==> src/rtl/tone_sequencer_pkg.sv <==
// Shared definitions for the tone sequencer: FSM states, table depth and
// default timing constants.
package tone_sequencer_pkg;

  localparam int TABLE_DEPTH = 8;
  localparam int DEFAULT_DIV = 64;
  localparam int DEFAULT_GAP = 1;

  typedef enum logic [2:0] {
    ST_IDLE = 3'd0,
    ST_LOAD = 3'd1,
    ST_PLAY = 3'd2,
    ST_GAP  = 3'd3,
    ST_DONE = 3'd4
  } seq_state_e;

endpackage

==> src/rtl/tone_sequencer_tick_divider.sv <==
// Sample-tick divider: counts 0..DIV-1 while running, held at 0 by clr.
// tick_now flags the current terminal count; sample_tick is its registered form.
module tick_divider #(
  parameter int DIV = 64
) (
  input  logic clk,
  input  logic rst_n,
  input  logic clr,
  input  logic run_next,
  output logic tick_now,
  output logic sample_tick
);

  localparam int CW = $clog2(DIV);
  localparam logic [CW-1:0] LAST = CW'(DIV - 1);

  logic [CW-1:0] cnt_q, cnt_d;
  logic          sample_tick_q, sample_tick_d;

  always_comb begin
    cnt_d = '0;
    if (!clr && (cnt_q != LAST)) cnt_d = cnt_q + 1'b1;
    // Predicting next cycle's tick keeps the output registered yet aligned.
    sample_tick_d = run_next && (cnt_d == LAST);
  end

  assign tick_now    = !clr && (cnt_q == LAST);
  assign sample_tick = sample_tick_q;

  always_ff @(posedge clk or negedge rst_n) begin
    if (!rst_n) begin
      cnt_q         <= '0;
      sample_tick_q <= 1'b0;
    end else begin
      cnt_q         <= cnt_d;
      sample_tick_q <= sample_tick_d;
    end
  end

endmodule

==> src/rtl/tone_sequencer.sv <==
// Plays up to eight {step, duration} notes from a small table into a sine NCO,
// with optional looping and silent gaps between notes.
module tone_sequencer
  import tone_sequencer_pkg::*;
#(
  parameter int TABLE_BITS = 6,
  parameter int DUR_BITS   = 16,
  parameter int DIV        = DEFAULT_DIV,
  parameter int GAP        = DEFAULT_GAP
) (
  input  logic                  clk,
  input  logic                  rst_n,
  input  logic                  cfg_we,
  input  logic [2:0]            cfg_addr,
  input  logic [TABLE_BITS-1:0] cfg_step,
  input  logic [DUR_BITS-1:0]   cfg_dur,
  input  logic                  start,
  input  logic                  stop,
  input  logic                  loop_en,
  input  logic [3:0]            len,
  output logic [TABLE_BITS-1:0] step_out,
  output logic                  phase_clr,
  output logic                  sample_tick,
  output logic [2:0]            note_idx,
  output logic                  busy,
  output logic                  done,
  output logic [2:0]            dbg_state
);

  localparam logic HAS_GAP = (GAP > 0);
  localparam logic [DUR_BITS-1:0] GAP_TICKS = DUR_BITS'(GAP);

  seq_state_e            state_q, state_d;
  logic [2:0]            idx_q, idx_d;
  logic [DUR_BITS-1:0]   dur_q, dur_d;
  logic [TABLE_BITS-1:0] step_tab_q [TABLE_DEPTH];
  logic [TABLE_BITS-1:0] step_tab_d [TABLE_DEPTH];
  logic [DUR_BITS-1:0]   dur_tab_q  [TABLE_DEPTH];
  logic [DUR_BITS-1:0]   dur_tab_d  [TABLE_DEPTH];
  logic [TABLE_BITS-1:0] step_q, step_d;
  logic                  phase_clr_q, phase_clr_d;
  logic                  busy_q, busy_d;
  logic                  done_q, done_d;

  logic                  tick_now;
  logic                  div_clr;
  logic                  run_next;
  logic                  last_note;
  seq_state_e            eon_state;
  logic [2:0]            eon_idx;
  logic [DUR_BITS-1:0]   eon_dur;

  always_comb begin
    step_tab_d = step_tab_q;
    dur_tab_d  = dur_tab_q;
    if (cfg_we && (state_q == ST_IDLE)) begin
      step_tab_d[cfg_addr] = cfg_step;
      dur_tab_d[cfg_addr]  = cfg_dur;
    end
  end

  // End-of-note decision; loop_en and len are taken live at this point.
  always_comb begin
    last_note = (({1'b0, idx_q} + 4'd1) >= len);
    eon_state = HAS_GAP ? ST_GAP : ST_LOAD;
    eon_idx   = idx_q + 3'd1;
    eon_dur   = HAS_GAP ? GAP_TICKS : '0;
    if (last_note) begin
      eon_idx = loop_en ? 3'd0 : idx_q;
      if (!loop_en) begin
        eon_state = ST_DONE;
        eon_dur   = '0;
      end
    end
  end

  always_comb begin
    state_d = state_q;
    idx_d   = idx_q;
    dur_d   = dur_q;
    case (state_q)
      ST_IDLE: begin
        dur_d = '0;
        if (start && !stop) begin
          idx_d   = 3'd0;
          state_d = (len == 4'd0) ? ST_DONE : ST_LOAD;
        end
      end
      ST_LOAD: begin
        dur_d   = dur_tab_q[idx_q];
        state_d = ST_PLAY;
        if (dur_tab_q[idx_q] == '0) begin
          state_d = eon_state;
          idx_d   = eon_idx;
          dur_d   = eon_dur;
        end
      end
      ST_PLAY: begin
        if (tick_now) begin
          dur_d = dur_q - 1'b1;
          if (dur_q == DUR_BITS'(1)) begin
            state_d = eon_state;
            idx_d   = eon_idx;
            dur_d   = eon_dur;
          end
        end
      end
      ST_GAP: begin
        if (tick_now) begin
          dur_d = dur_q - 1'b1;
          if (dur_q == DUR_BITS'(1)) state_d = ST_LOAD;
        end
      end
      ST_DONE: begin
        dur_d   = '0;
        state_d = ST_IDLE;
      end
      default: begin
        dur_d   = '0;
        state_d = ST_IDLE;
      end
    endcase
    if (stop && (state_q != ST_IDLE)) begin
      state_d = ST_IDLE;
      dur_d   = '0;
    end
  end

  // Outputs are decoded from the next state and registered with it.
  always_comb begin
    step_d      = (state_d == ST_PLAY) ? step_tab_q[idx_d] : '0;
    phase_clr_d = (state_d == ST_LOAD);
    busy_d      = (state_d != ST_IDLE);
    done_d      = (state_d == ST_DONE);
  end

  assign div_clr  = !((state_q == ST_PLAY) || (state_q == ST_GAP));
  assign run_next = (state_d == ST_PLAY) || (state_d == ST_GAP);

  tick_divider #(.DIV(DIV)) u_tick_divider (
    .clk         (clk),
    .rst_n       (rst_n),
    .clr         (div_clr),
    .run_next    (run_next),
    .tick_now    (tick_now),
    .sample_tick (sample_tick)
  );

  always_ff @(posedge clk or negedge rst_n) begin
    if (!rst_n) begin
      state_q     <= ST_IDLE;
      idx_q       <= '0;
      dur_q       <= '0;
      step_q      <= '0;
      phase_clr_q <= 1'b0;
      busy_q      <= 1'b0;
      done_q      <= 1'b0;
      for (int i = 0; i < TABLE_DEPTH; i++) begin
        step_tab_q[i] <= '0;
        dur_tab_q[i]  <= '0;
      end
    end else begin
      state_q     <= state_d;
      idx_q       <= idx_d;
      dur_q       <= dur_d;
      step_q      <= step_d;
      phase_clr_q <= phase_clr_d;
      busy_q      <= busy_d;
      done_q      <= done_d;
      step_tab_q  <= step_tab_d;
      dur_tab_q   <= dur_tab_d;
    end
  end

  assign step_out  = step_q;
  assign phase_clr = phase_clr_q;
  assign note_idx  = idx_q;
  assign busy      = busy_q;
  assign done      = done_q;
  assign dbg_state = state_q;

endmodule

==> config.mk <==
export PLATFORM = sky130hd
export DESIGN_NAME = tone_sequencer
export DESIGN_NICKNAME = d
export VERILOG_FILES = /design/src/rtl/tone_sequencer_pkg.sv /design/src/rtl/tone_sequencer_tick_divider.sv /design/src/rtl/tone_sequencer.sv
export SDC_FILE = /design/constraint.sdc
export NUM_CORES = 1
export LEC_CHECK = 0
export BUFFER_PORTS_ARGS = -buffer_cell sky130_fd_sc_hd__buf_2
export CELL_PAD_IN_SITES_DETAIL_PLACEMENT = 0
export CELL_PAD_IN_SITES_GLOBAL_PLACEMENT = 1
export CORE_UTILIZATION = 50
export CTS_CLUSTER_SIZE = 25
export DETAILED_ROUTE_END_ITERATION = 12
export PLACE_DENSITY = 0.79
export REMOVE_ABC_BUFFERS = 1
export SLEW_MARGIN = 25
export SYNTH_ARGS = -nofsm -noshare
export SYNTH_HDL_FRONTEND = slang
export SYNTH_SLANG_ARGS = --single-unit
==> constraint.sdc <==
create_clock -name clk -period 3.9 [get_ports clk]
set_input_delay 0.78 -clock clk [delete_from_list [all_inputs] [get_ports clk]]
set_output_delay 0.78 -clock clk [all_outputs]
set_load 0.05 [all_outputs]
# After elaboration in Yosys (flattened, before gate mapping)

Index checks and enable logic that the tools add are counted.

$add $sub $neg: 4
Order comparisons: 5
Equality and inequality tests: 13
Mux-type cells: 40
Bitwise operators: 3
Reduce and logical (&&, ||, !) cells: 16

Operators by type and width:

| kind                  | count |
|---|---|
| $bwmux 128            | 1 |
| $mux 16               | 8 |
| $bmux 16 s3           | 1 |
| $bwmux 48             | 1 |
| $demux 16 s3          | 1 |
| $mux 3                | 16 |
| $pmux 16 s3           | 1 |
| $mux 6                | 5 |
| $bmux 6 s3            | 1 |
| $demux 6 s3           | 1 |
| $eq 16x1->1 const B   | 1 |
| $logic_not 16->1      | 1 |
| $sub 16x1->16 const B | 1 |
| $eq 3x2->1 const B    | 4 |
| $eq 6x6->1 const B    | 2 |
| $ge 4x4->1 const B    | 3 |
| $not 3->4             | 3 |
| $pmux 3 s4            | 1 |
| $pmux 3 s3            | 1 |
| $logic_and 1x1->1     | 7 |
| $add 6x1->6 const B   | 1 |
| $eq 3x1->1 const B    | 2 |
| $ne 3x3->1 const B    | 2 |
| $ne 6x6->1 const B    | 1 |
| other kinds (12)      | 15 |

Register bits: 214
Input port bits: 35
Output and inout bits: 16
Word-level logic and storage cells: 106

# Longest topological paths before layout

Gate-level depths: netlist (run 1).

Depth in word-level cells: 12
Mapped depth: 14
Mapped depth without buffers: 12

# Cells and area by module

From an unflattened synthesis (run 1), not the netlist that was laid out.

Cells, all modules: 731
Area, all modules: 10,161.0 µm²

By module, submodules not included:

| module         | instances | cells an instance | area an instance (µm²) | seq. area each (µm²) |
|---|---|---|---|---|
| tone_sequencer | 1         | 701               | 9,846.9                | 5,180.0 |
| tick_divider   | 1         | 30                | 314.1                  | 175.2 |

# Least setup slack after synthesis (run 1)

Ideal clock, no wire load.

Path type: flip-flop to flip-flop
Start point: register idx_q[1], in the netlist note_idx[1]
End point: register step_q[3], in the netlist step_out[3]
Setup time: 0.145 ns
Data arrival time: 3.707 ns
Required time: 3.755 ns
Setup slack: 0.048 ns
Cell stages (with the launch flop): 15
Buffers on the path: 6
Period minus slack after synthesis: 3.852 ns
Path through: dfrtp_1 buf_2 buf_1 clkbuf_1 clkbuf_1 and3_1 ha_1 a21oi_1 nor2_1 a221o_1 buf_6 buf_6 and3_4 o311ai_1 o2111ai_1

Cells in the longest elaborated chain, start to end: 12
Elaborated cells between the ends (all ways): 27
Those cells by class: add/sub: 2; order compare: 1; eq/ne: 1; mux: 20; bitwise: 2; reduce/logical: 1

Ends and longest elaborated chain:

| element                                              | line                  | text |
|---|---|---|
| from (decl)                                          | tone_sequencer.sv:34  | `logic [2:0] idx_q, idx_d;` |
| from (signal assigned)                               | tone_sequencer.sv:164 | `idx_q <= idx_d;` |
| branches (longest 11 deep; another with $add 3x1->4) | -                     |  |
| $mux 6 *                                             | tone_sequencer.sv:131 | `step_d = (state_d == ST_PLAY) ? step_tab_q[idx_d] : '0;` |
| net step_d[3]                                        | tone_sequencer.sv:40  | `logic [TABLE_BITS-1:0] step_q, step_d;` |
| to (signal assigned)                                 | tone_sequencer.sv:166 | `step_q <= step_d;` |
| to (decl)                                            | tone_sequencer.sv:40  |  |

Mark *: on every way through the listed nets, which the timed path passes. The select of a mux whose other input is x is not followed.
A chain may end at the register's enable or synchronous reset.

# Final worst setup path (run 1)

Start point: register idx_q[0], in the netlist note_idx[0]
End point: register step_q[0], in the netlist step_out[0]

Same word-level chain as after synthesis.

==> results of run 1 <==
-- power groups by stage --
stage / Clock (uW) / Sequential [uW] / Combinational [uW]
floorplan: 0 / 3560 / 1520
global placement: 0 / 3590 / 1970
detailed placement: 0 / 3670 / 2050
CTS: 2200 / 3640 / 2070
global route: 2300 / 3750 / 2260
finish: 2150 / 3630 / 2060
-- timing repair --
item	CTS	global route
buffers inserted	0	0
endpoints found under the setup margin	0	1
resized for setup	0	1
endpoints found under the hold margin	0	0
-- final cells by class --
cell class	count	area share, %
flip-flops and latches	214	45.0
multi-input cells	542	40.3
clock buffers	38	6.09
repair buffers	79	4.53
well taps	270	2.84
inverters	30	0.946
clock inverters	5	0.263
diodes	1	0.0210
-- per-layer routing --
layer / global-route usage (%) / vias up / share of wire, %
met5: 0 / - / 0
met4: 9.53 / 0 / 3.1
met3: 3.70 / 44 / 4.6
met2: 38.8 / 190 / 47
met1: 33.2 / 3648 / 45
li1: - / 3196 / -
-- registers in the layout, indices dropped and copies added, names as in the netlist --
signal / count
dur_tab_q: 128
step_tab_q: 48
dur_q: 16
step_out: 6
u_tick_divider.cnt_q: 6
dbg_state: 3
note_idx: 3
busy: 1
done: 1
phase_clr: 1
u_tick_divider.sample_tick: 1
-- through the flow --
stage | area, um^2 | setup slack (ns) | hold slack, ns | util [%]
detailed placement | 11100 | 0.197 | 0.485 | 54.7
floorplan | 10200 | -1.06 | 0.455 | -
global route | 11900 | 0.0136 | 0.398 | 58.4
finish | 11900 | 0.224 | 0.334 | 58.5
CTS | 11900 | 0.206 | 0.369 | 58.4
global placement | 11100 | 0.242 | 0.479 | 54.7
-- cells by family after synthesis --
kind of cell / synth area share (%)
and+or+nand+nor: 8.21
DFF: 51.1
muxes: 26.7
adders and majority gates: 0.955
AOI/OAI and AO/OA: 8.68
buffers and inverters: 3.39
xor gates and xnor gates: 1.00
-- cell usage in the layout (no fill, tap or decap), types with 9 or more instances in the layout --
| master | n |
|---|---|
| a22o_1 | 9 |
| inv_1 | 30 |
| o21ai_0 | 41 |
| buf_2 | 49 |
| clkbuf_16 | 25 |
| mux2i_1 | 21 |
| nor2_1 | 50 |
| mux4_2 | 29 |
| and3_1 | 20 |
| a21oi_1 | 32 |
| mux2_2 | 164 |
| o22ai_1 | 9 |
| buf_4 | 24 |
| dfrtp_1 | 212 |
| o311ai_1 | 11 |
| nand2_1 | 33 |
-- final timing paths --
check / from / end / cells past startpoint
max reg2reg: note_idx[0] / step_out[0] / 11
min in group clk: u_tick_divider.cnt_q[0] / u_tick_divider.cnt_q[0] / 1
min: rst_n / step_tab_q[0] / 1
max in group asynchronous: rst_n / dur_tab_q[2] / 2
min reg2reg: u_tick_divider.cnt_q[0] / u_tick_divider.cnt_q[0] / 1
max: note_idx[0] / step_out[0] / 11
==> impl_metrics.toml, run 1 <==
[layout]
drive_above_1_share_pct = 35.9
final_nets = 934
fillCellCount = 1608
multi_input_area_mm2 = 0.00480
seqCellArea_mm2 = 0.00536
area_growth_pct = 13.5
layoutNonFillerInstCount = 1179

[timing]
period_needed_ns = 3.68
tightest_slew_ns = 0.793
finalSetupViolCount = 0
max_freq_mhz = 272
fin_crit_sh_pct = 94.3
hold_viol = 0
clock_skew_ns = 0.0116
slew_viol_final = 0
slew_headroom_pct = 47.1
setup_tns_ns = 0
rsz0062_at_grt = "no"

[clocking]
clkTransAtPathRegs_ns = 0.06
cts_tree = "built"
clock_sinks = 214
clk_latency_ns = 0.52
postCtsHoldBufs = 0
cts_buffer_depth = 3
clockRootBuffer = "clkbuf_16"
cts-buffers-inserted = 24
htreeDepth = 1

[synth]
ys_async_sr_fraction_pct = 100
synthDistinctLibCells = 59
avgSynthCellArea_um2 = 12.5
ys_ff_latch = 214
synthCells = 836
ys_seq_area_share_pct = 51.1
yosysMostFrequentCell = "dfrtp_1"
ys_warn_count = 0
synth_top_area_share_pct = 51.1
synth_edf_count = 0
synthTopCellsByArea = "dfrtp_1, mux2_2, mux4_2"
syn_area_mm2 = 0.0105
yosys-top-cells-count = "dfrtp_1, mux2_2, nor2_1"
synth_top_flop_cell = "dfrtp_1"
synth_area_leader_cell = "dfrtp_1"

[global_route]
grt_max_degree = 99
grt_pass1_wl_um = 40900
grt_pass1_vias = 7615
grt.overflow.total = 0
track_usage_pct = 24.2
antenna_found_initial = 1

[detailed_routing]
wl_per_cell_um = 20.9
firstDrtPassIters = 4
drt-total-wl_um = 24600
vias = 7078
viasPerCell = 6.00
drt_iter0_drc = 430
drc = 0
antenna_left = 0

[placement]
dp_hpwl_um = 15500
gp_congestion = 0.870
numPortBuffers = 50
dp.cells = 1135

[floorplanning]
initial_core_util_pct = 51.5
rows = 52
die_w_um = 147
dieArea_mm2 = 0.0216
die_h_um = 147
coreArea_mm2 = 0.0204
io_pins = 51

[run]
cap_violations = 0

[critical_path]
critPathMaxFanout = 27
crit_path_start_kind = "flop"
required_ns = 4.28
worst_setup_path_end_kind = "flop"
crit_top_cell = "mux2i_1"
worstPathArrival_ns = 4.06
ff2ff_setup_slack_ns = 0.22
critPathMaxStageDelay_ns = 0.52
critical_path_class = "flop to flop"
path_buf_inv = 2
cp_top_family = "multiplexers"
path_cells = "buf_12 > mux4_2 > mux2i_1 > nand4_1 > nor4_4 > o21ai_2 > a221o_1 > buf_4 > a21boi_4 > mux2i_1 > o2111ai_1"
crit_path_top_delay_cell = "mux4_2"

[power]
p_clk_share_pct = 27.4
seqPwrFrac_pct = 46.4
p_int_uw = 5540
swShare_pct = 29.4
combPwrFrac_pct = 26.2
power.switching_uw = 2300
ir_drop_mv = 0.329
p_leak_uw = 0.00527
pwr_density_cell_mw_per_mm2 = 658
total_power_uw = 7840

[hold_path]
hold_class = "input port to async pin"

[run_status]
outcome = "finished clean"
(Power assumes the default switching activity.)
==> inputs of run 2 (changes only) <==
--- a/config.mk
+++ b/config.mk
@@ -6,5 +6,4 @@
 export NUM_CORES = 1
 export LEC_CHECK = 0
-export BUFFER_PORTS_ARGS = -buffer_cell sky130_fd_sc_hd__buf_2
 export CELL_PAD_IN_SITES_DETAIL_PLACEMENT = 0
 export CELL_PAD_IN_SITES_GLOBAL_PLACEMENT = 1
@@ -12,5 +11,6 @@
 export CTS_CLUSTER_SIZE = 25
 export DETAILED_ROUTE_END_ITERATION = 12
-export PLACE_DENSITY = 0.79
+export DONT_BUFFER_PORTS = 1
+export PLACE_DENSITY = 0.76
 export REMOVE_ABC_BUFFERS = 1
 export SLEW_MARGIN = 25
==> constraint.sdc (replaced) <==
create_clock -name clk -period 3.9 [get_ports clk]
set_input_delay 0.78 -clock clk [delete_from_list [all_inputs] [get_ports clk]]
set_output_delay 0.78 -clock clk [all_outputs]
set_load 0.005 [all_outputs]
==> run 2 against run 1 <==
Net effect:
- highest routed layer unchanged
- critical path type unchanged
- cell area is 1.7% lower
- core utilization shrank 1.0 points
- routed wire length is 0.85% higher
- setup slack improved by 0.038 ns
- the run now ends with negative hold slack left
==> impl_metrics.toml, run 2 (synthesis results as in run 1) <==
[layout]
antenna_cells = 0
top_register = "dur_tab_q"
postLayoutCellArea_mm2 = 0.0117
final_nets = 882
largestRegisters = "dur_tab_q x128, step_tab_q x48, dur_q x16"
largest_reg_flops = 128
seqCellArea_mm2 = 0.00536
final_common_cell = "dfrtp_1"
drive_above_1_share_pct = 32.6
fillCellCount = 1646
final_cell_mix = "dfrtp_1, mux2_2, nor2_1"
area_growth_pct = 11.6
multi_input_area_mm2 = 0.00483

[global_route]
grt_pass1_wl_um = 40000
grt_pass1_vias = 7130
antenna_found_initial = 0
track_usage_pct = 23.7
grt.overflow.total = 0
grt_max_degree = 215

[critical_path]
required_ns = 4.26
r2r_start = "note_idx[0]"
reg2reg_depth = 11
worst_setup_path_end_kind = "flop"
crit_path_start_kind = "flop"
r2r-end = "step_out[3]"
path_cells = "buf_4 > mux4_2 > mux2i_1 > nand4_1 > nor4_4 > o21ai_2 > a221o_1 > buf_12 > a21boi_4 > mux2i_1 > o2111ai_1"
critical_path_class = "flop to flop"
critPathMaxFanout = 37
crit_path_top_delay_cell = "mux4_2"
critPathMaxStageDelay_ns = 0.53
crit_top_cell = "mux2i_1"
ff2ff_setup_slack_ns = 0.26
path_buf_inv = 2
worstPathArrival_ns = 4.00
cp_top_family = "multiplexers"

[timing]
hold_viol = 13
fin_crit_sh_pct = 93.3
finalSetupViolCount = 0
period_needed_ns = 3.64
tightest_slew_ns = 0.728
clock_skew_ns = 0.0125
fin_hold_ws_ns = -0.0359
slew_headroom_pct = 51.4
slew_viol_final = 0
rsz0062_at_grt = "no"
max_freq_mhz = 275

[floorplanning]
die_h_um = 147
rows = 52
io_pins = 51
dieArea_mm2 = 0.0216
coreArea_mm2 = 0.0204
initial_core_util_pct = 51.5
die_w_um = 147

[power]
p_int_uw = 5650
swShare_pct = 27.8
ir_drop_mv = 0.385
total_power_uw = 7840
seqPwrFrac_pct = 46.6
p_leak_uw = 0.00507
power.switching_uw = 2180
pwr_density_cell_mw_per_mm2 = 670
combPwrFrac_pct = 24.4
p_clk_share_pct = 29.0

[detailed_routing]
antenna_left = 0
drc = 0
drt_iter0_drc = 513
wl_per_cell_um = 22.1
drt-total-wl_um = 24800
vias = 6899
firstDrtPassIters = 5
viasPerCell = 6.13

[clocking]
cts_buffer_depth = 3
clkTransAtPathRegs_ns = 0.06
clock_sinks = 214
cts-buffers-inserted = 24
clk_latency_ns = 0.52
cts_tree = "built"
clockRootBuffer = "clkbuf_16"
htreeDepth = 1

[hold_path]
hold_class = "input port to async pin"

[placement]
dpl_cell_area_mm2 = 0.0109
gp_congestion = 0.859
numPortBuffers = 0
dp_hpwl_um = 15100

[run_status]
violations = "negative hold slack"
outcome = "finished with violations"

[run]
cap_violations = 0
==> run 2: worst max path at each step <==
stage	slack, ns	cells after the start	to	startpoint
final	0.26	11	step_out[3]	note_idx[0]
after global routing	0.02	12	step_out[4]	note_idx[0]
after CTS	0.11	11	step_out[4]	note_idx[0]
after detailed placement	0.13	11	step_out[4]	note_idx[0]
after global placement	0.21	11	step_out[3]	note_idx[0]
after floorplan	-0.76	11	step_out[0]	note_idx[0]
==> run 2: power by group through the flow <==
stage / combinational, uW / sequential (uW) / clock (uW)
6_report: 1910 / 3650 / 2270
5_1_grt: 2090 / 3760 / 2410
4_1_cts: 1890 / 3640 / 2320
3_5_place_dp: 1880 / 3670 / 0
3_3_place_gp: 1790 / 3600 / 0
2_1_floorplan: 1520 / 3480 / 0
==> run 2: per-stage QoR <==
stage / hold slack, ns / util [%] / worst slack [ns] / cells / setup TNS [ns]
2_1_floorplan: 0.455 / - / -0.757 / 786 / -5.48
3_3_place_gp: 0.479 / 53.3 / 0.209 / 1081 / 0
3_5_place_dp: 0.484 / 53.3 / 0.132 / 1081 / 0
4_1_cts: -0.0572 / 57.2 / 0.115 / 1123 / 0
5_1_grt: -0.0517 / 57.4 / 0.0151 / 1125 / 0
6_report: -0.0359 / 57.4 / 0.262 / 1125 / 0
==> run 2: area by class of cell <==
class	count	area share, %
Clock buffer	34	5.71
Multi-Input combinational cell	542	41.3
Timing Repair Buffer	27	2.27
Sequential cell	214	45.8
Clock inverter	8	1.10
Inverter	30	0.963
Tap cell	270	2.89
==> run 2: worst reg2reg max path, cell delays in order (launching register included) <==
cell	delay (ns)
dfrtp_2	0.46
buf_4	0.25
mux4_2	0.53
mux2i_1	0.27
nand4_1	0.19
nor4_4	0.41
o21ai_2	0.11
a221o_1	0.37
buf_12	0.20
a21boi_4	0.34
mux2i_1	0.24
o2111ai_1	0.12
==> run 2: timing repair <==
| item | 4_1_cts | 5_1_grt |
|---|---|---|
| resized for setup | 0 | 7 |
| endpoints found under the hold margin | 214 | 213 |
| setup buffers | 0 | 2 |
| setup endpoints to repair | 0 | 6 |
==> run 2: per-layer routing <==
layer  up-vias  GRT usage, %  share of wire (%)
met3        32          3.70                4.7
met1      3602          33.2                 45
met2       166          38.4                 48
met4         0          6.88                2.1
li1       3099             -                  -
met5         -             0                  0
==> inputs of run 3 (changes only) <==
==> constraint.sdc (replaced) <==
create_clock -name clk -period 3.9 [get_ports clk]
set_input_delay 0.78 -clock clk [delete_from_list [all_inputs] [get_ports clk]]
set_output_delay 0.78 -clock clk [all_outputs]
set_load 0.1 [all_outputs]
==> run 3 against run 2 <==
Net effect:
- the flow still finishes with violations (negative hold slack)
- clock skew increased by 0.0024 ns
- worst hold slack got worse by 0.0040 ns
- global-route usage shrank 0.26 points
- count of clock-buffer cells in the layout increased by 2
- sequential cell count unchanged
- via count grew 0.36%
- critical path depth rose by 1
- die area is the same
- clock power decreased by 5%
- critical path type unchanged
- first-iteration DRC count fell by 18%
- final cell count rose by 0.62%
- sequential share of layout area rose by 0.15 points
==> impl_metrics.toml, run 3 (synthesis results as in run 1) <==
[detailed_routing]
drt_iter0_drc = 422
wl_per_cell_um = 21.7
drc = 0
antenna_left = 0
firstDrtPassIters = 4
drt-total-wl_um = 24600
viasPerCell = 6.12
vias = 6924

[layout]
layoutNonFillerInstCount = 1132
drive_above_1_share_pct = 32.8
antenna_cells = 0
top_register = "dur_tab_q"
final_common_cell = "dfrtp_1"
fillCellCount = 1662
final_nets = 887
utilization_pct = 57.3
largest_reg_flops = 128
largestRegisters = "dur_tab_q x128, step_tab_q x48, dur_q x16"
area_growth_pct = 11.3
final_cell_mix = "dfrtp_1, mux2_2, nor2_1"

[clocking]
clk_latency_ns = 0.53
clkTransAtPathRegs_ns = 0.07
htreeDepth = 1
clockRootBuffer = "clkbuf_16"
post_cts_buffers = 0
clock_sinks = 214
cts-buffers-inserted = 24
cts_buffer_depth = 3
cts_tree = "built"

[placement]
dp.cells = 1088
gp_congestion = 0.865
place_ws_ns = 0.0329
numPortBuffers = 0
dp_hpwl_um = 15200

[critical_path]
worstPathArrival_ns = 4.15
ff2ff_setup_slack_ns = 0.13
critPathMaxFanout = 30
reg2reg_depth = 12
critical_path_class = "flop to flop"
r2r_start = "note_idx[0]"
r2r-end = "step_out[2]"
crit_path_start_kind = "flop"
worst_setup_path_end_kind = "flop"
required_ns = 4.27

[timing]
slew_headroom_pct = 40.6
period_needed_ns = 3.77
slew_viol_final = 0
max_freq_mhz = 265
clock_skew_ns = 0.0148
worst_slack_ns = 0.126
hold_viol = 78
tightest_slew_ns = 0.892
finalSetupViolCount = 0
fin_hold_ws_ns = -0.0399
fin_crit_sh_pct = 96.8
rsz0062_at_grt = "no"

[floorplanning]
die_h_um = 147
initial_core_util_pct = 51.5
io_pins = 51
die_w_um = 147
coreArea_mm2 = 0.0204
dieArea_mm2 = 0.0216
rows = 52

[power]
ir_drop_mv = 0.391
p_leak_uw = 0.00507
pwr_density_cell_mw_per_mm2 = 673

[run_status]
violations = "negative hold slack"
outcome = "finished with violations"

[global_route]
grt_max_degree = 215
grt.overflow.total = 0
grt_pass1_vias = 7243
grt_pass1_wl_um = 39600
track_usage_pct = 23.5
antenna_found_initial = 0

[hold_path]
hold_class = "input port to async pin"

[run]
cap_violations = 0
run 3: per-layer routing:
metal | share of wire, % | GRT usage, %
met2 | 48 | 38.7
met4 | 2.7 | 6.72
met1 | 44 | 32.2
met3 | 4.9 | 3.79
met5 | 0 | 0
run 3: per-stage QoR:
step	power (uW)	TNS, ns	hold WS, ns	area, um^2
after global routing	8290	0	-0.0548	11700
after CTS	7910	0	-0.0572	11700
after global placement	5570	0	0.479	10900
after floorplan	5160	-18.49	0.455	10200
after detailed placement	5720	0	0.486	10900
final	7860	0	-0.0399	11700
run 3: timing repair:
item | CTS | global route
hold endpoints to repair | 214 | 214
endpoints found under the setup margin | 0 | 5
resized for setup | 0 | 4
run 3: worst max path at each step:
stage                        to  slack, ns  cells after the start         from
CTS                 step_out[1]      0.008                     11  note_idx[0]
detailed placement  step_out[1]       0.03                     11  note_idx[0]
finish              step_out[2]       0.13                     12  note_idx[0]
global route        step_out[2]       0.03                     11  note_idx[0]
global placement    step_out[2]       0.14                     11  note_idx[0]
floorplan           step_out[0]      -1.40                     11  note_idx[0]
run 3: area by class of cell:
cell class	count	area [um^2]	share of cell area [%]
tap	270	338	2.89
multi-input combinational	542	4800	41.1
sequential	214	5360	45.9
clock buffer	36	686	5.87
timing repair buffer	32	294	2.52
inverter	30	113	0.965
clock inverter	8	76.3	0.654
run 3: worst max-delay path, stage by stage, from the launching register on:
cell and delay [ns]:
dfrtp_4 0.46, buf_12 0.19, mux4_2 0.53, mux2i_1 0.16, buf_4 0.16, nand4_1 0.17
nor4_4 0.38, o21ai_2 0.10, a221o_2 0.45, buf_4 0.26, and3_1 0.21, o311ai_0 0.33
o2111ai_1 0.18
run 3: where the power goes:
| part | internal [uW] | total [uW] | switching (uW) |
|---|---|---|---|
| clock | 1280 | 2160 | 884 |
| combinational | 1110 | 1930 | 824 |
| sequential | 3140 | 3760 | 615 |
| total | 5530 | 7860 | 2320 |
